<file path="src/rtl/ddsrx.sv">
// ddsrx: loopback monitor for the DDS serial configuration lines.
// Oversamples wclk/fqud/data/reset, rebuilds the word the DDS chip latches on
// each fqud rise, and flags frames whose bit count is not WORD_BITS.
//
// state | meaning
// IDLE  | no bits collected yet, waiting for the first wclk rise
// SHIFT | collecting bits of an open frame
// HOLD  | frame just closed, waiting for fqud to drop
module ddsrx #(
  parameter int WORD_BITS   = 40,
  parameter int SYNC_STAGES = 2
) (
  input  logic                 clk,
  input  logic                 reset,
  input  logic                 ddswclk,
  input  logic                 ddsfqud,
  input  logic                 ddsdata,
  input  logic                 ddsreset,
  output logic [WORD_BITS-1:0] rx_word,
  output logic                 rx_valid,
  output logic                 rx_err,
  output logic [5:0]           rx_count,
  output logic [7:0]           rx_frames,
  output logic                 dds_in_reset
);

  typedef enum logic [1:0] {IDLE, SHIFT, HOLD} state_t;

  localparam logic [5:0] WB  = 6'(WORD_BITS);
  localparam logic [6:0] WB7 = 7'(WORD_BITS);

  // line order in the synchronizer: {ddsreset, ddsdata, ddsfqud, ddswclk}
  logic [3:0]             sync_q [SYNC_STAGES];
  logic [1:0]             prev_q;
  // Tracks which pipeline stages hold real samples since reset; edges are
  // only trusted once prev_q was loaded from a real sample, so a line held
  // high across reset release never looks like a rising edge.
  logic [SYNC_STAGES:0]   vld_q;

  logic [3:0]             lines_s;
  logic                   wclk_rise, fqud_rise, data_s, rst_s, fqud_s;

  state_t                 state_q, state_d;
  logic [WORD_BITS-1:0]   shreg_q, shreg_d;
  logic [5:0]             count_q, count_d;
  logic [WORD_BITS-1:0]   word_q, word_d;
  logic                   err_q, err_d;
  logic                   valid_q, valid_d;
  logic [7:0]             frames_q, frames_d;

  logic [WORD_BITS-1:0]   sh_tmp;
  logic [5:0]             cnt_tmp;
  logic [6:0]             shamt;

  assign lines_s   = sync_q[SYNC_STAGES-1];
  assign wclk_rise = lines_s[0] & ~prev_q[0] & vld_q[SYNC_STAGES];
  assign fqud_rise = lines_s[1] & ~prev_q[1] & vld_q[SYNC_STAGES];
  assign fqud_s    = lines_s[1];
  assign data_s    = lines_s[2];
  assign rst_s     = lines_s[3];

  // Synchronizer chain, edge-detect history and sample-valid tracking
  always_ff @(posedge clk) begin
    if (reset) begin
      for (int i = 0; i < SYNC_STAGES; i++) sync_q[i] <= '0;
      prev_q <= '0;
      vld_q  <= '0;
    end else begin
      sync_q[0] <= {ddsreset, ddsdata, ddsfqud, ddswclk};
      for (int i = 1; i < SYNC_STAGES; i++) sync_q[i] <= sync_q[i-1];
      prev_q <= lines_s[1:0];
      vld_q  <= {vld_q[SYNC_STAGES-1:0], 1'b1};
    end
  end

  // State and frame registers
  always_ff @(posedge clk) begin
    if (reset) begin
      state_q  <= IDLE;
      shreg_q  <= '0;
      count_q  <= '0;
      word_q   <= '0;
      err_q    <= 1'b0;
      valid_q  <= 1'b0;
      frames_q <= '0;
    end else begin
      state_q  <= state_d;
      shreg_q  <= shreg_d;
      count_q  <= count_d;
      word_q   <= word_d;
      err_q    <= err_d;
      valid_q  <= valid_d;
      frames_q <= frames_d;
    end
  end

  // Bit capture, frame close and state transitions
  always_comb begin
    state_d  = state_q;
    shreg_d  = shreg_q;
    count_d  = count_q;
    word_d   = word_q;
    err_d    = err_q;
    valid_d  = 1'b0;
    frames_d = frames_q;
    sh_tmp   = shreg_q;
    cnt_tmp  = count_q;
    shamt    = '0;

    if (rst_s) begin
      shreg_d = '0;
      count_d = '0;
      state_d = IDLE;
    end else begin
      // A bit arriving together with fqud is shifted first, then closed.
      if (wclk_rise) begin
        if (count_q < WB) sh_tmp = {data_s, shreg_q[WORD_BITS-1:1]};
        cnt_tmp = (count_q == 6'd63) ? 6'd63 : count_q + 6'd1;
      end
      shreg_d = sh_tmp;
      count_d = cnt_tmp;

      case (state_q)
        IDLE:    if (wclk_rise) state_d = SHIFT;
        SHIFT:   state_d = SHIFT;
        HOLD:    if (!fqud_s) state_d = (cnt_tmp != 6'd0) ? SHIFT : IDLE;
        default: state_d = IDLE;
      endcase

      if (fqud_rise) begin
        // Short frames sit in the top of shreg; slide them down to bit 0.
        shamt    = (cnt_tmp >= WB) ? 7'd0 : WB7 - {1'b0, cnt_tmp};
        word_d   = sh_tmp >> shamt;
        err_d    = (cnt_tmp != WB);
        valid_d  = 1'b1;
        frames_d = frames_q + 8'd1;
        shreg_d  = '0;
        count_d  = '0;
        state_d  = HOLD;
      end
    end
  end

  assign rx_word      = word_q;
  assign rx_valid     = valid_q;
  assign rx_err       = err_q;
  assign rx_count     = count_q;
  assign rx_frames    = frames_q;
  assign dds_in_reset = rst_s;

endmodule
</file>
<file path="config.mk">
export PLATFORM = sky130hd
export DESIGN_NAME = ddsrx
export DESIGN_NICKNAME = d
export VERILOG_FILES = /design/src/rtl/ddsrx.sv
export SDC_FILE = /design/constraint.sdc
export NUM_CORES = 1
export LEC_CHECK = 0
export CAP_MARGIN = 10
export CORE_MARGIN = 2
export CORE_UTILIZATION = 25
export CTS_BUF_LIST = sky130_fd_sc_hd__clkbuf_4 sky130_fd_sc_hd__clkbuf_8
export CTS_CLUSTER_DIAMETER = 30
export DETAILED_ROUTE_END_ITERATION = 16
export PLACE_DENSITY = 0.46
export REMOVE_ABC_BUFFERS = 1
export SLEW_MARGIN = 15
export SYNTH_ARGS = -nofsm -noshare
export SYNTH_HDL_FRONTEND = slang
export SYNTH_SLANG_ARGS = --single-unit
</file>
<file path="constraint.sdc">
create_clock -name clk -period 4.13 [get_ports clk]
set_clock_uncertainty 0.1 [all_clocks]
set_input_delay 0.413 -clock clk [delete_from_list [all_inputs] [get_ports clk]]
set_output_delay 0.413 -clock clk [all_outputs]
set_load 0.01 [all_outputs]
</file>
# [Word-level counts from Yosys, hierarchy flattened]
# Memories as Yosys holds them, arrays and structs flattened.
# Index checks and enable logic that the tools add are counted.
[totals] n_memories=1 rom_bits=0 regBits=101 ram_bits=8 output_inout_bits=57 wordCells=44 latch_bits=0 in_bits=6
[classes] muxes=14 mul=0 shifts=1 eq_ne=2 order_cmp=2 div=0 reduce_logical=3 n_bitwise=9 addsub=3
[memory_table] name="sync_q" words=2 word_bits=4 read_ports=2 rd_clocked_by_memory_dff=0 write_ports=2 line_no="33" source="logic [3:0] sync_q [SYNC_STAGES];"
[op_table] operator="two-way mux 40 bit" count=3
[op_table] operator=">> shifter 40 x 7 -> 40 bit" count=1
[op_table] operator="two-way mux 6 bit" count=3
[op_table] operator="adder 8 x 1 -> 8 bit, second input constant" count=1
[op_table] operator="two-way mux 4 bit" count=2
[op_table] operator="two-way mux 7 bit" count=1
[op_table] operator="subtractor 6 x 6 -> 7 bit, first input constant" count=1
[op_table] operator="adder 6 x 1 -> 6 bit, second input constant" count=1
[op_table] operator="== test 6 bit, second input constant" count=1
[op_table] operator=">= comparator 6 bit, second input constant" count=1
[op_table] operator="< comparator 6 bit, second input constant" count=1
[op_table] operator="inequality test 6 bit, second input constant" count=1
[op_table] operator="two-way mux 1 bit" count=5
[op_table] operator="bitwise AND 1 bit" count=4
[op_table] operator="NOT 1 bit" count=3
[op_table] operator="OR reduction 3 bit" count=1
[op_table] operator="bitwise OR 1 bit" count=2
[op_table] operator="AND reduction 2 bit" count=1
[op_table] operator="OR reduction 2 bit" count=1

# [Longest topological paths before layout]
# Gate-level depths: netlist of run 1.
[depth] word_depth=8 ltp_mapped=19 depth_no_buf=16

# [Least setup slack after synthesis of run 1]
# No wires, ideal clock.
[synth_path] kind="reg-to-reg" start="register count_q[1] (netlist: rx_count[1])" end="register word_q[5] (netlist: rx_word[5])" path_buffers=2 t_arrival_ns=4.238 stages_incl_launch_ff=19 required_ns=3.944 period_less_slack_ns=4.424 setup_slack_ns=-0.294 setup_ns=0.086 path_cell_list="dfxtp_1 > ha_1 > inv_1 > o211a_2 > nor2_4 > inv_1 > buf_2 > buf_1 > ha_1 > nor2b_1 > o22ai_1 > or3_1 > a221o_1 > o2111a_1 > nand2b_4 > nor3_2 > nand3_1 > a31o_2 > a211oi_1"
[synth_via] elab_chain_cells=7 word_cells_on_any_way=13 cone_classes="add/sub: 2; order compare: 2; eq/ne: 1; shift: 1; mux: 7"
[synth_lines] element="start, declared" line_no="45" source="logic [5:0] count_q, count_d;"
[synth_lines] element="start signal, assigned" line_no="89" source="count_q <= count_d;"
[synth_lines] element="adder 6 x 1 -> 6 bit / == test 6 bit (equally long branches)" line_no="118" source="cnt_tmp = (count_q == 6'd63) ? 6'd63 : count_q + 6'd1;"
[synth_lines] element="two-way mux 6 bit" line_no="118"
[synth_lines] element="two-way mux 6 bit" line_no="116" source="if (wclk_rise) begin"
[synth_lines] element="two-way mux 6 bit" line_no="110" source="if (rst_s) begin"
[synth_lines] element="subtractor 6 x 6 -> 7 bit / >= comparator 6 bit (equally long branches)" line_no="132" source="shamt = (cnt_tmp >= WB) ? 7'd0 : WB7 - {1'b0, cnt_tmp};"
[synth_lines] element="two-way mux 7 bit" line_no="132"
[synth_lines] element=">> shifter 40 x 7 -> 40 bit *" line_no="133" source="word_d = sh_tmp >> shamt;"
[synth_lines] element="end signal, assigned" line_no="90" source="word_q <= word_d;"
[synth_lines] element="end, declared" line_no="46" source="logic [WORD_BITS-1:0] word_q, word_d;"
# Every way passes the cells marked *; elsewhere a longest branch is shown, timed or not. The select of a mux whose other input is x is not followed.
# A chain may end at the register's enable or synchronous reset.

# [Worst setup path after layout of run 1]
[layout_path] start="register count_q[4] (netlist: rx_count[4])" end="register word_q[23] (netlist: rx_word[23])"
# The elaborated chain is that of the path after synthesis.

==> run metrics, run 1 <==
Finished Core Util 31.5%; Yosys Warn Count 0; dpl ws 0.155 ns; CTS tree done; r2r setup slk 0.20 ns; Worst Path Max Fanout 20; Initial Utilization 25.4%; hold path depth 1; clock buffer depth 2; first-pass GRT wire length 42,700 um; Final Hold Vio Count 0; RSZ-0062 raised after global routing yes; worst slew pin tran 0.916 ns; routed via count around 7.6k; # port buffers 62; DRC Markers 0; crit path capture type flop; GR Util All Layers 17.6%; Detail Placement HPWL 20,100 um; setup TNS 0 ns; commonest non-fill, non-tap cell in the layout nand2_1; PwrDens ~210 nW/um^2; Inst Count DP approximately 1.4k; FMAX 254 MHz; Reg-to-Reg Start rx_count[4]; Final setup viols 0; Num Clock Sinks 109; Overflow after GRT 0; clock-pin slew on the worst setup and hold paths 0.12 ns; Die Span X 174 um; FF+latch count, synth 109; vias in the first global route 7,325; Placement Cell Area approximately 8800 sq um; Max stage delay on crit path about 0.40 ns; Post-Route WL roughly 27,000 um; antenna cells 0; initial antenna violation count 0; minimum clock period 3.93 ns; Min-Delay Path Class flop to flop; worst hold slack about 0.35 ns; Post-synth top flop dfxtp_1; Max Cap Viol 0; count of nets after finishing 1,027; root buffer cell clkbuf_8; largest net degree at the start of global routing 47; hold path startpoint sync_q[0][3]; core box area around 29,000 sq um; Largest delay share family, worst path compound AO/OA/AOI/OAI gates; initial drt markers 649; Mapped Avg Cell Area slightly below 8 sq um; slowest CP cell o41ai_1; Post-synth ARST share 0%; Worst Path Required 4.32 ns; routed len/inst 19.2 um; register area share after synthesis a little under a third; crit path kind flop to flop; worst path buffer plus inverter count 5; Initial DRT Pass Iterations 6; fin. max-slew vios 0; Design Area, Final 9020 sq um; Final WS setup ~0.20 ns; reg2reg end rx_word[23]; Placer Congestion between 0.8 and 0.9; reg2reg path depth 17; cts bufs inserted 9; Relative slew margins between 30% and 40%; Post-synth EDFFs 0; Yosys cell types 86; Reg area 2180 sq um; Fill cells 3,082; DRT antenna net count 0; crit path cell chain nand4_1, o211a_4, nor2_4, inv_1, ha_1, o21ai_1, a211oi_4, buf_12, buf_12, o41ai_1, a221oi_2, buf_4, mux2i_1, mux2i_1, buf_4, a222oi_1, nor2_1; CP Launch Type flop; peak supply drop 0.000166 V; htree depth 3; Final Cycle Share between 90% and 100%; Worst Hold End sync_q[0][7]; status finished clean; post-synthesis instance total 929; layout cells sized above 1 15.6%; Cell Rows 62; Worst-Skew Late Latency 0.40 ns; Leakage 3.27 nW; Multi-input gate area about 4700 sq um; commonest non-fill, non-tap cells in the layout 125 x nand2_1, 109 x dfxtp_1, 103 x nor2_1; Vert. Die Dim around 170 um; DR vias/cell ~5.4; die area 30,400 sq um; Area Overhead vs Synth 24.3%; post-synthesis instance area between 7000 and 8000 sq um; hold buffers post-CTS 0; Arrival @ worst endpoint 4.12 ns; Non-Filler Instances 1,407; total power approximately 1.9 mW; # IOs 63
-- kinds of logic (layout without fill, tap and decap cells) --
| logic type | after synthesis | in the layout | share of synthesized area, % |
|---|---|---|---|
| flip-flops | 109 | 109 | 30.1 |
| multiplexers | 73 | 73 | 10.2 |
| AND/OR/NAND/NOR | 357 | 357 | 23.3 |
| AO/OA/AOI/OAI | 290 | 290 | 29.3 |
| XOR/XNOR | 9 | 9 | 1.09 |
| buffers and inverters | 88 | 182 | 5.57 |
| adder cells (fa/ha/maj) | 3 | 3 | 0.517 |
-- flip-flops by register name, summed over array words and instances, names as in the netlist --
register,cells
rx_word,40
vld_q,3
rx_err,1
rx_valid,1
rx_frames,8
prev_q,2
shreg_q,40
rx_count,6
sync_q,8
-- power breakdown --
part	internal (mW)	leakage, nW	switching, mW
logic	0.0527	2.29	0.0951
clock network	0.244	0.100	0.431
registers	1.06	0.880	0.00255
total	1.35	3.27	0.529
-- layer usage --
layer / part of all wire (%) / GRT usage [%]
met3: 5.2 / 2.82
met1: 47 / 24.6
met2: 46 / 28.2
met5: 0 / 0
met4: 1.8 / 4.41
-- cell type report --
class	count	share of cell area (%)
Timing Repair Buffer	155	15.5
Clock buffer	10	1.46
Inverter	11	0.458
Multi-Input combinational cell	732	52.4
Clock inverter	6	0.693
Tap cell	384	5.32
Sequential cell	109	24.2
-- what timing repair did --
action	CTS	global route
gates resized for setup	0	8
hold endpoints to repair	0	0
buffers inserted	0	2
endpoints found under the setup margin	0	30
-- Yosys cell counts (6+ instances only) --
master,count,area [sq um]
o221ai_1,15,131
inv_1,9,33.8
a21oi_1,53,265
o22ai_1,11,68.8
o21ai_0,34,170
nor2b_1,14,87.6
a31oi_1,22,138
nand2_1,128,480
clkbuf_1,38,143
o221a_2,6,67.6
or3_1,12,75.1
buf_2,25,125
a211oi_1,21,158
o32a_1,7,70.1
mux2i_1,66,661
a2111oi_0,7,61.3
dfxtp_1,109,2180
o31a_1,11,96.3
nand4_1,9,56.3
o211ai_1,9,67.6
a32oi_1,8,70.1
nor2_1,104,390
xor2_1,6,52.6
nor4_1,12,75.1
buf_4,7,52.6
nor3_1,32,160
o21a_1,7,52.6
a22oi_1,14,105
nand3_1,15,75.1
a21o_1,7,52.6
-- worst register-to-register path, delay by kind of cell, from the launching register on --
kind                     cells  cell delay (ns)
multiplexers                 2             0.37
adder cells (fa/ha/maj)      1             0.26
flip-flops                   1             0.38
AND/OR/NAND/NOR              3             0.43
AO/OA/AOI/OAI                6             1.56
buffers and inverters        5             0.71
-- worst max path at each step --
| stage | startpoint | end | slack (ns) | depth (start not counted) |
|---|---|---|---|---|
| after floorplan | rx_count[0] | rx_word[0] | -2.04 | 13 |
| after global placement | rx_count[0] | rx_word[7] | 0.14 | 16 |
| after detailed placement | rx_count[0] | rx_word[7] | 0.16 | 16 |
| after CTS | rx_count[0] | rx_word[7] | 0.12 | 16 |
| after global routing | rx_count[2] | rx_word[5] | -0.03 | 16 |
| final | rx_count[4] | rx_word[23] | 0.20 | 17 |
(Power assumes the default switching activity.)
==> run 2, diff against run 1 <==
Settings changed: CTS_BUF_LIST sky130_fd_sc_hd__clkbuf_4 sky130_fd_sc_hd__clkbuf_8 to sky130_fd_sc_hd__clkbuf_4.
==> run 2 against run 1 <==
  * Maximum frequency is 0.28% higher
  * Power is 5.6% lower
  * Critical path depth is 1 lower
  * Cell count is 0.14% higher
  * Setup slack better by 0.011 ns
  * Utilization is 0.16 points lower
  * Die area stayed put
  * Via count is 0.62% higher
  * Hold slack worse by 0.066 ns
  * Sequential power hardly changed
  * Clock power is 16% lower
  * Wire length hardly changed
  * Critical path type unchanged
  * Critical endpoint unchanged
==> run metrics, run 2 (same netlist as run 1, synthesis figures left out) <==
Final Hold Vio Count 0 (unchanged); initial antenna violation count 1 (was 0); routed via count 7,676 (was 7,629); # IOs 63 (unchanged); layout cells sized above 1 15.5% (was 15.6%); commonest non-fill, non-tap cells in the layout 126 x nand2_1, 109 x dfxtp_1, 104 x nor2_1 (was 125 x nand2_1, 109 x dfxtp_1, 103 x nor2_1); DRC Markers 0 (unchanged); Final Cycle Share 94.9% (was 95.2%); status finished clean (unchanged); Detail Placement HPWL 20,100 um (unchanged); Worst Hold End rx_frames[7] (was sync_q[0][7]); Initial DRT Pass Iterations 7 (was 6); hold path startpoint reset (was sync_q[0][3]); peak supply drop 0.000103 V (was 0.000166 V); reg2reg path depth 16 (was 17); r2r setup slk 0.21 ns (was 0.20 ns); minimum clock period 3.92 ns (was 3.93 ns); Area Overhead vs Synth 23.7% (was 24.3%); FMAX 255 MHz (was 254 MHz); Min-Delay Path Class input pin to flop (was flop to flop); RSZ-0062 raised after global routing no (was yes); core box area 28,600 sq um (unchanged); crit path kind flop to flop (unchanged); worst hold slack 0.280 ns (was 0.347 ns); Finished Core Util 31.4% (was 31.5%); Die Span X 174 um (unchanged); Num Clock Sinks 109 (unchanged); Overflow after GRT 0 (unchanged); Relative slew margins 42.3% (was 38.7%); routed len/inst 19.2 um (about the same); CP Launch Type flop (unchanged); vias in the first global route 7,314 (was 7,325); Worst-Skew Late Latency 0.52 ns (was 0.40 ns); total power 1.78 mW (was 1.88 mW); hold path depth 2 (was 1); reg2reg end rx_word[23] (unchanged); commonest non-fill, non-tap cell in the layout nand2_1 (unchanged); worst slew pin tran 0.863 ns (was 0.916 ns); Worst Path Max Fanout 20 (unchanged); CTS tree done (unchanged); clock buffer depth 2 (unchanged); first-pass GRT wire length 42,900 um (was 42,700 um); Post-Route WL 27,000 um (about the same); clock-pin slew on the worst setup and hold paths 0.20 ns (was 0.12 ns); Vert. Die Dim 174 um (unchanged); Cell Rows 62 (unchanged); crit path capture type flop (unchanged); Max Cap Viol 0 (unchanged); # port buffers 62 (unchanged); Leakage 3.25 nW (was 3.27 nW); Final setup viols 0 (unchanged); count of nets after finishing 1,028 (was 1,027); Worst Path Required 4.44 ns (was 4.32 ns); GR Util All Layers 17.6% (about the same); Placer Congestion 0.860 (unchanged); Fill cells 3,094 (was 3,082); DRT antenna net count 0 (unchanged); Initial Utilization 25.4% (unchanged); largest net degree at the start of global routing 47 (unchanged); root buffer cell clkbuf_4 (was clkbuf_8); htree depth 3 (unchanged); cts bufs inserted 9 (unchanged); Reg-to-Reg Start rx_count[0] (was rx_count[4]); Arrival @ worst endpoint 4.23 ns (was 4.12 ns); initial drt markers 624 (was 649); DR vias/cell 5.45 (was 5.42); PwrDens 198 nW/um^2 (was 209 nW/um^2); fin. max-slew vios 0 (unchanged); die area 30,400 sq um (unchanged)
run 2: cell types whose count changed in the layout (fill, tap and decap cells not counted), sizes merged:
cell / previous run / this run
buf: 94 / 95
diode: 0 / 1
run 2: how the worst max path moves through the flow:
stage | startpoint | endpoint | slack [ns]
final | rx_count[0] | rx_word[23] | 0.21
after global routing | rx_count[0] | rx_word[20] | 0.001
after CTS | rx_count[0] | rx_word[7] | 0.10
after detailed placement | rx_count[0] | rx_word[7] | 0.16
after global placement | rx_count[0] | rx_word[7] | 0.14
after floorplan | rx_count[0] | rx_word[0] | -2.04
run 2: power breakdown:
group	switching [mW]	total, mW	internal [mW]
Sequential	0.00255	1.06	1.06
Clock	0.420	0.568	0.148
Combinational	0.0951	0.148	0.0527
Total	0.517	1.78	1.26
run 2: critical path: stages (launching register included):
cell and delay (ns):
dfxtp_1 0.37, ha_1 0.16, buf_4 0.15, and4b_1 0.37, a21oi_1 0.14, o21ai_1 0.44
a211oi_4 0.15, buf_12 0.16, buf_12 0.15, o41ai_1 0.40, a221oi_2 0.10, buf_4 0.18
mux2i_1 0.25, mux2i_1 0.12, buf_4 0.16, a222oi_1 0.33, nor2_1 0.06
run 2: metrics by stage:
stage	setup slack (ns)	cell area, sq um	setup TNS, ns	instances
after floorplan	-2.04	6900	-63.55	852
after global placement	0.139	8770	0	1389
after detailed placement	0.155	8770	0	1389
after CTS	0.100	8900	0	1405
after global routing	0.00111	8980	0	1409
final	0.209	8980	0	1409
run 2: timing repair:
action / 4_1_cts / 5_1_grt
endpoints found under the setup margin: 0 / 31
resized for setup: 0 / 7
buffers inserted: 0 / 3
hold buffers: 0 / 0
run 2: layout make-up:
cell class                 count  area [sq um]  area share (%)
antenna                        1          2.50          0.0279
clock buffer                  10          75.1           0.836
clock inverter                 6          62.6           0.697
inverter                      11          41.3           0.460
multi-input combinational    732          4730            52.6
sequential                   109          2180            24.3
tap                          384           480            5.35
timing repair buffer         156          1410            15.7
run 2: per-layer routing:
| layer | up-vias | global-route usage (%) | wire (um) |
|---|---|---|---|
| li1 | 3674 | - | - |
| met1 | 3730 | 24.9 | 12700 |
| met2 | 244 | 28.4 | 12500 |
| met3 | 28 | 2.45 | 1460 |
| met4 | 0 | 3.92 | 366 |
| met5 | - | 0 | 0 |
==> run 3, diff against run 2 <==
Settings changed: ABC_AREA set to 0.
==> results of run 3 <==
The final DEF is identical to that of run 2; final timing and power are the same.
